### src/rtl/l2cache_fill_unit.sv
// Miss-service engine for the 2-way L2 cache: writes back a dirty victim, fetches
// the missing line from physical memory, installs it with one array-write strobe.
module l2cache_fill_unit #(
    parameter int TAG_WIDTH    = 23,
    parameter int INDEX_WIDTH  = 4,
    parameter int OFFSET_WIDTH = 5,
    parameter int LINE_WIDTH   = 256
) (
    input  logic                   clk,
    input  logic                   rst,
    input  logic                   miss_req,
    input  logic [31:0]            miss_addr,
    input  logic                   victim_way,
    input  logic                   victim_valid,
    input  logic                   victim_dirty,
    input  logic [TAG_WIDTH-1:0]   victim_tag,
    input  logic [LINE_WIDTH-1:0]  victim_data,
    input  logic                   pmem_resp,
    input  logic [LINE_WIDTH-1:0]  pmem_rdata,
    output logic                   pmem_read,
    output logic                   pmem_write,
    output logic [31:0]            pmem_address,
    output logic [LINE_WIDTH-1:0]  pmem_wdata,
    output logic                   fill_we,
    output logic                   fill_way,
    output logic [INDEX_WIDTH-1:0] fill_index,
    output logic [TAG_WIDTH-1:0]   fill_tag,
    output logic [LINE_WIDTH-1:0]  fill_data,
    output logic                   fill_valid,
    output logic                   fill_dirty,
    output logic                   fill_done,
    output logic                   busy
);

    typedef enum logic [2:0] {
        IDLE,
        WRITEBACK,
        FETCH,
        INSTALL,
        DONE
    } state_t;

    state_t                 state;
    logic [TAG_WIDTH-1:0]   tag_l;
    logic [INDEX_WIDTH-1:0] index_l;
    logic                   way_l;

    logic [TAG_WIDTH-1:0]   miss_tag;
    logic [INDEX_WIDTH-1:0] miss_index;
    logic                   unused_offset;

    assign miss_tag      = miss_addr[31:32-TAG_WIDTH];
    assign miss_index    = miss_addr[OFFSET_WIDTH+INDEX_WIDTH-1:OFFSET_WIDTH];
    assign unused_offset = ^miss_addr[OFFSET_WIDTH-1:0];

    // The fill port reflects the latched request; only the strobe gates the write.
    assign fill_way   = way_l;
    assign fill_index = index_l;
    assign fill_tag   = tag_l;
    assign fill_valid = fill_we;
    assign fill_dirty = 1'b0;

    // pmem_wdata doubles as the latched victim line and fill_data as the fetched
    // line, so no separate copies are kept.
    always_ff @(posedge clk) begin
        if (rst) begin
            // NOTE: the line-wide registers are cleared too so no X ever reaches
            // the memory or array ports after reset, at the cost of a wide reset.
            state        <= IDLE;
            tag_l        <= '0;
            index_l      <= '0;
            way_l        <= 1'b0;
            pmem_read    <= 1'b0;
            pmem_write   <= 1'b0;
            pmem_address <= '0;
            pmem_wdata   <= '0;
            fill_we      <= 1'b0;
            fill_data    <= '0;
            fill_done    <= 1'b0;
            busy         <= 1'b0;
        end else begin
            // NOTE: non-blocking assignments throughout, so every branch sees the
            // pre-edge register values regardless of statement order.
            fill_we   <= 1'b0;
            fill_done <= 1'b0;
            case (state)
                IDLE: begin
                    if (miss_req) begin
                        tag_l   <= miss_tag;
                        index_l <= miss_index;
                        way_l   <= victim_way;
                        busy    <= 1'b1;
                        if (victim_valid && victim_dirty) begin
                            state        <= WRITEBACK;
                            pmem_write   <= 1'b1;
                            pmem_address <= {victim_tag, miss_index, {OFFSET_WIDTH{1'b0}}};
                            pmem_wdata   <= victim_data;
                        end else begin
                            state        <= FETCH;
                            pmem_read    <= 1'b1;
                            pmem_address <= {miss_tag, miss_index, {OFFSET_WIDTH{1'b0}}};
                        end
                    end
                end
                WRITEBACK: begin
                    if (pmem_resp) begin
                        state        <= FETCH;
                        pmem_write   <= 1'b0;
                        pmem_wdata   <= '0;
                        pmem_read    <= 1'b1;
                        pmem_address <= {tag_l, index_l, {OFFSET_WIDTH{1'b0}}};
                    end
                end
                FETCH: begin
                    if (pmem_resp) begin
                        state        <= INSTALL;
                        pmem_read    <= 1'b0;
                        pmem_address <= '0;
                        fill_data    <= pmem_rdata;
                        fill_we      <= 1'b1;
                    end
                end
                INSTALL: begin
                    state     <= DONE;
                    fill_done <= 1'b1;
                end
                DONE: begin
                    state <= IDLE;
                    busy  <= 1'b0;
                end
                default: begin
                    state <= IDLE;
                    busy  <= 1'b0;
                end
            endcase
        end
    end

endmodule
### config.mk
export PLATFORM = sky130hd
export DESIGN_NAME = l2cache_fill_unit
export DESIGN_NICKNAME = d
export VERILOG_FILES = /design/src/rtl/l2cache_fill_unit.sv
export SDC_FILE = /design/constraint.sdc
export NUM_CORES = 1
export LEC_CHECK = 0
export CAP_MARGIN = 40
export CORE_AREA = 4 4 448 450
export DETAILED_ROUTE_END_ITERATION = 6
export DIE_AREA = 0 0 452 454
export RECOVER_POWER = 25
export SYNTH_ARGS = -nofsm -noshare
export SYNTH_HDL_FRONTEND = slang
export SYNTH_SLANG_ARGS = --single-unit
export TNS_END_PERCENT = 30
### constraint.sdc
create_clock -name clk -period 1.84 [get_ports clk]
set_input_delay 0.184 -clock clk [delete_from_list [all_inputs] [get_ports clk]]
set_output_delay 0.184 -clock clk [all_outputs]
set_load 0.02 [all_outputs]
==> impl_results.md <==
* Status: finished, final reports clean
* Core region area at ~0.20 mm^2
* Vias in the first global route at between 20000 and 25000
* Synthesized area at 0.0208 mm^2
* Die Footprint at 0.205 mm^2
* YS warnings at 0
* GR Util met2 at 0.251
* Fin area at 0.0415 mm^2
* Worst path bufs/invs at 2
* Share of layout cells above drive strength 1 at 0.0903
* Met1 Resource Use GR at 0.138
* First-pass GRT wire length at 197000 um
* Die Ht at between 400 and 500 um
* Post-Synth Adder-Cell Area at 0
* WL per Instance at 22.2 um
* Clock root buffer: clkbuf_16
* Max incr delay on CP at around 560 ps
* DR vias/cell at between 3 and 4
* Initial antenna violation count at around 100
* Fin. Hold Viols at 0
* Number of cells produced by synthesis at about 2600
* Fmax at about 540 MHz
* Worst reg2reg path endpoint: pmem_wdata[70]
* Final setup vio count at 0
* Hold WC Path Type: in2reg
* Synth Register Bits at between 500 and 600
* Top cell by count, worst path: buf_12
* Clock net sink count at approximately 580
* Final nets at 4626
* Antenna-violating nets left at 0
* Multiplexer share of the synthesized area at 0.0134
* GR Util met3 at 0.0376
* Largest family of logic cells by synthesized area: simple AND/OR/NAND/NOR gates
* Post-Synth XOR/XNOR Area at 0.000421
* Post-Route Utilization at 0.211
* Levels on crit path at 6
* CTS HTree Levels at 3
* WL final at around 150000 um
* LEAKAGE at approximately 0.017 uW
* Slowest-stage cell, CP: or4b_4
* R2R setup slack at 0.3 ps
* Clock tree from TritonCTS: done
* Post-synth ARST share at 0
* Worst Path Required at 2440 ps
* Peak fanout along the critical path at 29
* Peak VDD IR at roughly 0.61 mV
* Clk Latency, worst-skew pair at between 600 and 700 ps
* Critical path class: reg2reg
* CP Launch Point: state[2]
* GRT overflow at 0
* Fin crit share at 1.00
* Ys flop type: dfxtp_1
* Placement Rows at roughly 160
* CP arrival at between 2000 and 2500 ps
* Setup TNS at 0 ps
* Largest area contributor in the netlist: dfxtp_1
* Simple-gate share of the synthesized area at 0.218
* Top cell type's share of synthesized area at 0.553
* Post-synth EDFFs at 0
* Most frequent cell after synthesis: nand2_1
* RSZ-0062 raised after global routing: true
* Max-slew headroom at 0.660
* IO Pins at around 1200
* GP Congestion at a little over 0.9
* DP Area at approximately 0.036 mm^2
* Crit path max-delay family: simple AND/OR/NAND/NOR gates
* R2R depth at 6
* Total number of vias at ~25000
* Pwr per Cell Area at between 800 and 900 mW/mm^2
* Clk slew on worst S/H paths at about 60 ps
* Max Slew Vio Count at 0
* Gr usage total at 0.137
* DRT Pass-1 Iters at 7
* Tmin final at 1840 ps
* CP Launch Type: flop
* Post-synth top cells: nand2_1, dfxtp_1, a21oi_1
* Global routing's busiest layer: met2
* Die X-Extent at between 400 and 500 um
* Area contributors post-synth: dfxtp_1, nand2_1, a21oi_1
* Fillers at about 22000
* Reg-to-reg startpoint: state[2]
* Clock skew at about 35 ps
* Hpwl dp at around 120000 um
* Post-Syn Area per Cell at about 8.1 um^2
* Pin count of the biggest net entering global routing at 77
* # DRC at 0
* Worst hold stages at 3
* PortBufs at between 1000 and 1500
* Register area share after synthesis at 0.553
* Slew @ Worst Pin at roughly 510 ps
* First DRT Iteration DRCs at roughly 2100
* Post-synthesis compound-gate area fraction at 0.160
* Max-cap violations at 0
* Hold wc startpoint: pmem_rdata[146]
* Clock buffer depth at 3
* Critical Path Sink Type: flop
* Starting Density at 0.106
* Netlist cell types at 32
* Crit-path cells: or4b_4, nor2_4, buf_12, buf_12, nand2_1, a21oi_1
* Crit path to: pmem_wdata[70]
* Num CTS Buffers at 72
* Layout area overhead at 99.2%
[what timing repair did]
action                                  CTS  global route
pin swaps                                 0             1
endpoints found under the hold margin   337             0
endpoints found under the setup margin  597           281
buffers inserted                          0             4
gates cloned                              0             4
hold buffers                            328             0
resized for setup                       594            15
[registers in the layout, summed over array words and instances, names as in the netlist]
signal,cells
fill_data,256
fill_tag,23
fill_way,1
busy,1
fill_valid,1
fill_index,4
pmem_read,1
fill_done,1
pmem_address,27
state,3
pmem_write,1
pmem_wdata,256
[tightest hold or removal path, cell delays in order]
cell and delay [ps]:
clkdlybuf4s50_1 400, nand2_1 70, a21oi_1 50
[cell families after synthesis]
| kind of cell | count (synthesis) |
|---|---|
| multiplexers | 25 |
| flip-flops | 575 |
| buffers and inverters | 242 |
| XOR/XNOR | 1 |
| AO/OA/AOI/OAI | 633 |
| AND/OR/NAND/NOR | 1106 |
| other | 1 |
[worst min path at each step]
stage | end | slack (ps)
after floorplan | fill_data[0] | 320
final | fill_data[146] | 90
after CTS | fill_data[226] | 0.1
after global placement | fill_data[247] | 440
after global routing | pmem_wdata[84] | 30
after detailed placement | fill_data[89] | 450
[layer usage]
| layer | wire, um | up-vias | share of wire |
|---|---|---|---|
| met5 | 75 | - | 0.00050 |
| met4 | 10800 | 12 | 0.072 |
| met3 | 11600 | 344 | 0.077 |
| met2 | 77600 | 1233 | 0.51 |
| met1 | 50700 | 11883 | 0.34 |
| li1 | - | 11614 | - |
[metrics by stage]
step / total power [uW] / instances / setup slack [ps] / hold WS, ps
3_3_place_gp: 20900 / 6282 / -299 / 441
5_1_grt: 37800 / 6767 / -57.0 / 28.4
3_5_place_dp: 21000 / 6282 / -328 / 446
2_1_floorplan: 16600 / 2588 / 152 / 320
4_1_cts: 36800 / 6740 / -11.9 / 0.136
6_report: 36300 / 6786 / 0.277 / 86.4
[cells in the final DEF (no fill, tap or decap), drive strengths merged, types with 7 or more instances in the layout]
master	n
nand2	827
dfxtp	575
a21oi	571
clkdlybuf4s50	567
dlygate4sd2	497
dlygate4sd3	328
nand3	261
buf	157
clkbuf	146
diode	38
clkdlybuf4s15	36
a211oi	28
a22oi	27
mux2	23
clkinv	14
bufinv	8
inv	7
[area by class of cell]
cell class                      instances  area (um^2)  area share
Antenna cell                           38         95.1     0.00229
Clock buffer                          101         2050      0.0495
Clock inverter                         29          474      0.0114
Inverter                                2         7.51    0.000181
Multi-Input combinational cell       1771         8240       0.199
Sequential cell                       575        11500       0.278
Tap cell                             2640         3300      0.0796
Timing Repair Buffer                 1630        15800       0.381
[report_power, final]
group          switching [uW]  internal (uW)
logic                    4020           3360
registers                 425          13200
clock network            6350           9020
Power figures use the tool's default switching activity.
